==> src/rtl/mem_access_unit.sv <==
// Memory access stage: issues loads/stores on a request/acknowledge data bus,
// stalls the pipeline while a transfer is outstanding and aligns/extends load data.
module mem_access_unit #(
  parameter int ADDR_W     = 32,
  parameter bit BIG_ENDIAN = 1'b0,
  parameter int TIMEOUT    = 255
) (
  input  logic              clk,
  input  logic              rst,
  input  logic [4:0]        wd_i,
  input  logic              wreg_i,
  input  logic [31:0]       wdata_i,
  input  logic [3:0]        mem_op_i,
  input  logic [ADDR_W-1:0] mem_addr_i,
  input  logic [31:0]       reg2_i,
  input  logic              flush_i,
  output logic [4:0]        wd_o,
  output logic              wreg_o,
  output logic [31:0]       wdata_o,
  output logic              stall_o,
  output logic              exc_adel_o,
  output logic              exc_ades_o,
  output logic              bus_err_o,
  output logic              bus_req_o,
  output logic              bus_we_o,
  output logic [3:0]        bus_sel_o,
  output logic [ADDR_W-1:0] bus_addr_o,
  output logic [31:0]       bus_wdata_o,
  input  logic [31:0]       bus_rdata_i,
  input  logic              bus_ack_i,
  output logic [1:0]        state_o
);

  typedef enum logic [1:0] {S_IDLE = 2'd0, S_WAIT = 2'd1, S_DONE = 2'd2} state_e;

  // A zero-width counter is not legal, so TIMEOUT=0 keeps a 1-bit stub.
  localparam int CNT_W = (TIMEOUT > 0) ? $clog2(TIMEOUT + 1) : 1;
  localparam logic [CNT_W-1:0] CNT_LAST = CNT_W'((TIMEOUT > 0) ? TIMEOUT - 1 : 0);

  state_e            state_q, state_d;
  logic              req_q, req_d, we_q, we_d, err_q, err_d, kill_q, kill_d;
  logic [3:0]        sel_q, sel_d, op_q, op_d;
  logic [1:0]        lo_q, lo_d;
  logic [ADDR_W-1:0] addr_q, addr_d;
  logic [31:0]       bwdata_q, bwdata_d, result_q, result_d;
  logic [CNT_W-1:0]  cnt_q, cnt_d;

  logic        is_load, is_store, is_half, is_word, misaligned, op_q_load;
  logic [1:0]  byte_lane, rd_lane;
  logic        half_hi, rd_hi;
  logic [3:0]  sel_c;
  logic [31:0] wdata_c, load_val;
  logic [7:0]  rd_byte;
  logic [15:0] rd_half;

  always_comb begin
    is_load    = mem_op_i inside {4'b0001, 4'b0010, 4'b0011, 4'b0100, 4'b0101};
    is_store   = mem_op_i inside {4'b1001, 4'b1010, 4'b1011};
    is_half    = mem_op_i inside {4'b0011, 4'b0100, 4'b1010};
    is_word    = mem_op_i inside {4'b0101, 4'b1011};
    misaligned = (is_half && mem_addr_i[0]) || (is_word && (mem_addr_i[1:0] != 2'b00));
    op_q_load  = op_q inside {4'b0001, 4'b0010, 4'b0011, 4'b0100, 4'b0101};
    byte_lane  = BIG_ENDIAN ? ~mem_addr_i[1:0] : mem_addr_i[1:0];
    half_hi    = BIG_ENDIAN ? ~mem_addr_i[1] : mem_addr_i[1];
    if (is_word) begin
      sel_c   = 4'b1111;
      wdata_c = reg2_i;
    end else if (is_half) begin
      sel_c   = half_hi ? 4'b1100 : 4'b0011;
      wdata_c = {2{reg2_i[15:0]}};
    end else begin
      sel_c   = 4'b0001 << byte_lane;
      wdata_c = {4{reg2_i[7:0]}};
    end
  end

  // Load extraction works from the latched op/offset so it cannot shift under a flush.
  always_comb begin
    rd_lane = BIG_ENDIAN ? ~lo_q : lo_q;
    rd_hi   = BIG_ENDIAN ? ~lo_q[1] : lo_q[1];
    case (rd_lane)
      2'd0:    rd_byte = bus_rdata_i[7:0];
      2'd1:    rd_byte = bus_rdata_i[15:8];
      2'd2:    rd_byte = bus_rdata_i[23:16];
      default: rd_byte = bus_rdata_i[31:24];
    endcase
    rd_half = rd_hi ? bus_rdata_i[31:16] : bus_rdata_i[15:0];
    case (op_q)
      4'b0001: load_val = {{24{rd_byte[7]}}, rd_byte};
      4'b0010: load_val = {24'd0, rd_byte};
      4'b0011: load_val = {{16{rd_half[15]}}, rd_half};
      4'b0100: load_val = {16'd0, rd_half};
      4'b0101: load_val = bus_rdata_i;
      default: load_val = result_q;
    endcase
  end

  always_comb begin
    state_d    = state_q;
    req_d      = req_q;
    we_d       = we_q;
    sel_d      = sel_q;
    addr_d     = addr_q;
    bwdata_d   = bwdata_q;
    result_d   = result_q;
    err_d      = err_q;
    kill_d     = kill_q;
    cnt_d      = cnt_q;
    op_d       = op_q;
    lo_d       = lo_q;
    wd_o       = wd_i;
    wreg_o     = wreg_i;
    wdata_o    = wdata_i;
    stall_o    = 1'b0;
    exc_adel_o = 1'b0;
    exc_ades_o = 1'b0;
    bus_err_o  = 1'b0;
    case (state_q)
      S_IDLE: begin
        if (!flush_i && (is_load || is_store)) begin
          if (misaligned) begin
            exc_adel_o = is_load;
            exc_ades_o = is_store;
            wreg_o     = 1'b0;
          end else begin
            stall_o  = 1'b1;
            wreg_o   = 1'b0;
            state_d  = S_WAIT;
            req_d    = 1'b1;
            we_d     = is_store;
            sel_d    = sel_c;
            addr_d   = {mem_addr_i[ADDR_W-1:2], 2'b00};
            bwdata_d = wdata_c;
            err_d    = 1'b0;
            kill_d   = 1'b0;
            cnt_d    = '0;
            op_d     = mem_op_i;
            lo_d     = mem_addr_i[1:0];
          end
        end
      end
      S_WAIT: begin
        stall_o = 1'b1;
        wreg_o  = 1'b0;
        cnt_d   = cnt_q + 1'b1;
        if (flush_i) kill_d = 1'b1;
        // Ack wins over a timeout expiring in the same cycle.
        if (bus_ack_i) begin
          req_d   = 1'b0;
          state_d = S_DONE;
          if (op_q_load) result_d = load_val;
        end else if ((TIMEOUT != 0) && (cnt_q == CNT_LAST)) begin
          req_d   = 1'b0;
          err_d   = 1'b1;
          state_d = S_DONE;
        end
      end
      S_DONE: begin
        wdata_o   = result_q;
        wreg_o    = wreg_i && op_q_load && !err_q && !kill_q && !flush_i;
        bus_err_o = err_q && !kill_q;
        state_d   = S_IDLE;
      end
      default: state_d = S_IDLE;
    endcase
    if (!rst) begin
      wd_o       = '0;
      wreg_o     = 1'b0;
      wdata_o    = '0;
      stall_o    = 1'b0;
      exc_adel_o = 1'b0;
      exc_ades_o = 1'b0;
      bus_err_o  = 1'b0;
    end
  end

  always_ff @(posedge clk or negedge rst) begin
    if (!rst) begin
      state_q  <= S_IDLE;
      req_q    <= 1'b0;
      we_q     <= 1'b0;
      sel_q    <= '0;
      addr_q   <= '0;
      bwdata_q <= '0;
      result_q <= '0;
      err_q    <= 1'b0;
      kill_q   <= 1'b0;
      cnt_q    <= '0;
      op_q     <= '0;
      lo_q     <= '0;
    end else begin
      state_q  <= state_d;
      req_q    <= req_d;
      we_q     <= we_d;
      sel_q    <= sel_d;
      addr_q   <= addr_d;
      bwdata_q <= bwdata_d;
      result_q <= result_d;
      err_q    <= err_d;
      kill_q   <= kill_d;
      cnt_q    <= cnt_d;
      op_q     <= op_d;
      lo_q     <= lo_d;
    end
  end

  assign bus_req_o   = req_q;
  assign bus_we_o    = we_q;
  assign bus_sel_o   = sel_q;
  assign bus_addr_o  = addr_q;
  assign bus_wdata_o = bwdata_q;
  assign state_o     = state_q;

endmodule
==> config.mk <==
export PLATFORM = sky130hd
export DESIGN_NAME = mem_access_unit
export DESIGN_NICKNAME = d
export VERILOG_FILES = /design/src/rtl/mem_access_unit.sv
export SDC_FILE = /design/constraint.sdc
export NUM_CORES = 1
export LEC_CHECK = 0
export CORE_MARGIN = 4
export CORE_UTILIZATION = 45
export CTS_CLUSTER_DIAMETER = 40
export CTS_CLUSTER_SIZE = 20
export DETAILED_ROUTE_END_ITERATION = 10
export PLACE_DENSITY = 0.79
export SETUP_SLACK_MARGIN = 0.1
export SLEW_MARGIN = 5
export SYNTH_ARGS = -nofsm -noshare
export SYNTH_HDL_FRONTEND = slang
export SYNTH_SLANG_ARGS = --single-unit
==> constraint.sdc <==
create_clock -name clk -period 3.6 [get_ports clk]
set_clock_uncertainty 0.15 [all_clocks]
set_input_delay 0.9 -clock clk [delete_from_list [all_inputs] [get_ports clk]]
set_output_delay 0.9 -clock clk [all_outputs]
set_load 0.005 [all_outputs]
==> results of run 1 <==
==> sequential cells by signal (all words and copies together) (netlist names) <==
name,count
bus_wdata_o,32
result_q,32
bus_addr_o,30
cnt_q,8
bus_sel_o,4
op_q,4
lo_q,2
state_o,2
bus_req_o,1
bus_we_o,1
err_q,1
kill_q,1
==> worst paths after layout <==
path	from	end	slack, ns
setup / recovery	mem_op_i[3]	wreg_o	0.12
hold / removal	rst	cnt_q[1]$_DFFE_PN0P_	0.32
setup reg to reg	lo_q[0]$_DFFE_PN0P_	result_q[22]$_DFFE_PN0P_	1.14
hold reg to reg	bus_wdata_o[28]$_DFFE_PN0P_	bus_wdata_o[28]$_DFFE_PN0P_	0.35
max in group asynchronous	rst	op_q[2]$_DFFE_PN0P_	1.77
min in group clk	bus_wdata_o[28]$_DFFE_PN0P_	bus_wdata_o[28]$_DFFE_PN0P_	0.35
==> power by group <==
part / total [mW] / internal, mW / switching (mW)
registers: 2.25 / 1.85 / 0.398
logic: 2.20 / 1.32 / 0.878
clock network: 1.83 / 1.24 / 0.584
==> cell type report <==
class / instances / share of cell area
timing repair buffer: 299 / 0.280
inverter: 12 / 0.00430
multi-input combinational: 540 / 0.351
antenna: 1 / 0.000239
clock inverter: 8 / 0.0165
sequential: 118 / 0.282
tap: 188 / 0.0224
clock buffer: 23 / 0.0437
==> metal layers <==
layer | vias up | part of all wire
met5 | - | 0
met2 | 375 | 0.47
li1 | 3214 | -
met3 | 45 | 0.097
met1 | 3201 | 0.40
met4 | 0 | 0.031
==> repair_timing <==
action | 4_1_cts | 5_1_grt
gates cloned | 0 | 0
setup buffers | 1 | 0
resized for setup | 28 | 2
pin swaps | 8 | 1
setup endpoints to repair | 4 | 32
==> stage by stage <==
step                      instances  setup slack (ns)  setup TNS, ns
after floorplan                 733             0.165              0
after global placement         1156            -0.592          -1.76
after detailed placement       1156            -0.578          -1.78
after CTS                      1188             0.109              0
after global routing           1189            0.0832              0
final                          1189             0.119              0
==> cell families after synthesis <==
kind of cell,after synthesis
adders and majority gates,2
other,1
and+or+nand+nor,241
DFF,118
muxes,62
buffers and inverters,75
xor gates and xnor gates,2
AOI/OAI and AO/OA,231
==> Yosys cell counts, types with 2 or more instances <==
master | count | area, um2
o22a_1 | 7 | 61.3
o31ai_1 | 18 | 135
a2bb2oi_1 | 5 | 43.8
nor2b_1 | 3 | 18.8
mux2_2 | 52 | 586
o21ai_0 | 17 | 85.1
nor3_1 | 9 | 45.0
a2111oi_0 | 3 | 26.3
o21a_1 | 3 | 22.5
a31oi_1 | 19 | 119
mux2i_1 | 2 | 20.0
nand2b_1 | 8 | 50.1
a21o_1 | 10 | 75.1
a22oi_1 | 14 | 105
a21oi_1 | 44 | 220
o211ai_1 | 8 | 60.1
a211oi_1 | 3 | 22.5
and2_1 | 7 | 43.8
a222oi_1 | 7 | 70.1
nor2_1 | 58 | 218
o32ai_1 | 8 | 70.1
o21ba_2 | 2 | 20.0
nand2_1 | 114 | 428
or3b_2 | 9 | 78.8
ha_1 | 2 | 25.0
nor4_1 | 3 | 18.8
buf_2 | 6 | 30.0
mux4_2 | 8 | 180
clkbuf_1 | 47 | 176
o311a_1 | 2 | 20.0
dfrtp_1 | 118 | 2950
o311ai_0 | 4 | 35.0
buf_6 | 5 | 56.3
buf_4 | 4 | 30.0
nand3b_1 | 5 | 37.5
inv_1 | 12 | 45.0
a21boi_0 | 34 | 255
o221ai_1 | 16 | 140
nand3_1 | 5 | 25.0
nor4b_1 | 7 | 61.3
==> summary.md, run 1 <==
| Metric | Value |
|---|---|
| Initial Util | 0.458 |
| CTS Hold Bufs | 0 |
| Num ports | 256 |
| RSZ-0062 raised after global routing | yes |
| CTS tree | built |
| Met1 Track Usage GR | 0.303 |
| Clk Tree Root Cell | clkbuf_16 |
| Top Family by Delay on Critical Path | buffers and inverters |
| Final Routed Wirelength | 22000 um |
| FMAX | 287 MHz |
| Wire length per cell | 18.5 um |
| Design area | 10500 um2 |
| Post-Synth Adder-Cell Area | 0.00360 |
| NumNets Final | 1132 |
| Synth Instances | 732 |
| Final setup violation count | 0 |
| Filler cells | 1203 |
| Met2 global-route usage | 0.400 |
| DP Area | 9810 um2 |
| Layout cell share with drive strength beyond 1 | 0.161 |
| Core footprint | 15100 um2 |
| Layout area overhead | 51.0% |
| Most frequent cells in the layout | 243 x clkdlybuf4s50_1, 117 x dfrtp_1, 114 x nand2_1 |
| Syn_area_per_cell | 9.48 um2 |
| Area of the multi-input gates | 3680 um2 |
| Ys Warns | 0 |
| Critical Path AT | 2.43 ns |
| Pins Over Slew Limit | 0 |
| Synth Area in XOR/XNOR | 0.00252 |
| Met3 Usage GRT | 0.0721 |
| Max incr delay on CP | 0.42 ns |
| Crit Path Category | in -> out |
| Max-cap viol count | 0 |
| Worst hold margin | 0.315 ns |
| Status | completed |
| Die Area | 17500 um2 |
| CP bufs+invs | 4 |
| Commonest non-fill, non-tap cell in the layout | clkdlybuf4s50_1 |
| Max IR drop VDD | 0.320 mV |
| H-tree depth | 4 |
| Mapped Area | 6940 um2 |
| Top FF cell, synth | dfrtp_1 |
| Synth Area in Compound Gates | 0.239 |
| Crit. End Element | output port |
| Number of synthesized flops with an enable pin | 0 |
| Period utilization | 0.967 |
| Register Area | 2950 um2 |
| Crit path max fanout | 2 |
| Final Hold Violating Endpoints | 0 |
| WP data required | 2.55 ns |
| Total Power | 6.28 mW |
| Largest net degree at the start of global routing | 88 |
| DRC Markers | 0 |
| Number of global-route vias before repair | 6676 |
| FFs w/ async S/R, synth | 1.00 |
| CTS Sinks | 118 |
| Post-synthesis mux area share | 0.113 |
| First-pass GRT wire length | 34700 um |
| Post-synthesis sequential area ratio | 0.425 |
| Power Dens Cells | 599 nW/um2 |
| Largest family of logic cells by synthesized area | compound AO/OA/AOI/OAI gates |
| Post-synthesis register bit count | 118 |
| Vias per inst | 5.75 |
| Min Tclk post-route | 3.48 ns |
| Worst-path clk slew | 0.05 ns |
| Tot GR Track Use | 0.243 |
| Library cells used by synthesis | 64 |
| Initial detailed-routing violation count | 515 |
| Via count | 6835 |
| Startpoint Class | input pin |
| IO Port Bufs | 253 |
| Pre-antenna DRT Iters | 5 |
| Row count | 45 |
| Worst-path cell chain | dlygate4sd2_1 > or3b_4 > buf_6 > a21o_1 > buf_4 > nand2_1 > a21oi_1 > clkdlybuf4s15_1 |
| Post-route ant nets | 0 |
| Die Wd | 132 um |
| GRT Max-Usage Layer | met2 |
| Max_slew headroom | 0.415 |
| CTS Buf Count | 17 |
| CP Depth | 8 |
| Worst min path class | in -> async |
| Clk buf depth | 2 |
| Clk Latency, worst-skew pair | 0.41 ns |
| Worst-Margin Slew | 0.878 ns |
| Reg2Reg Depth | 4 |
| Leak Pwr | 4.17 nW |
| Worst path slowest cell | or3b_4 |
| Die height | 132 um |
| Grt total ovfl | 0 |
| Util after Layout | 0.692 |
| Hpwl dp | 16000 um |
| Initial antenna violation count | 1 |
| Routability cong. | 0.868 |
| Simple-Gate Fraction of Synth Area | 0.166 |
Power figures use the tool's default switching activity.
==> run 2: changes to the inputs <==
- SKIP_LAST_GASP: default -> 1
==> results of run 2 <==
Same layout as run 1: the final DEF is identical, and so are final timing and power.
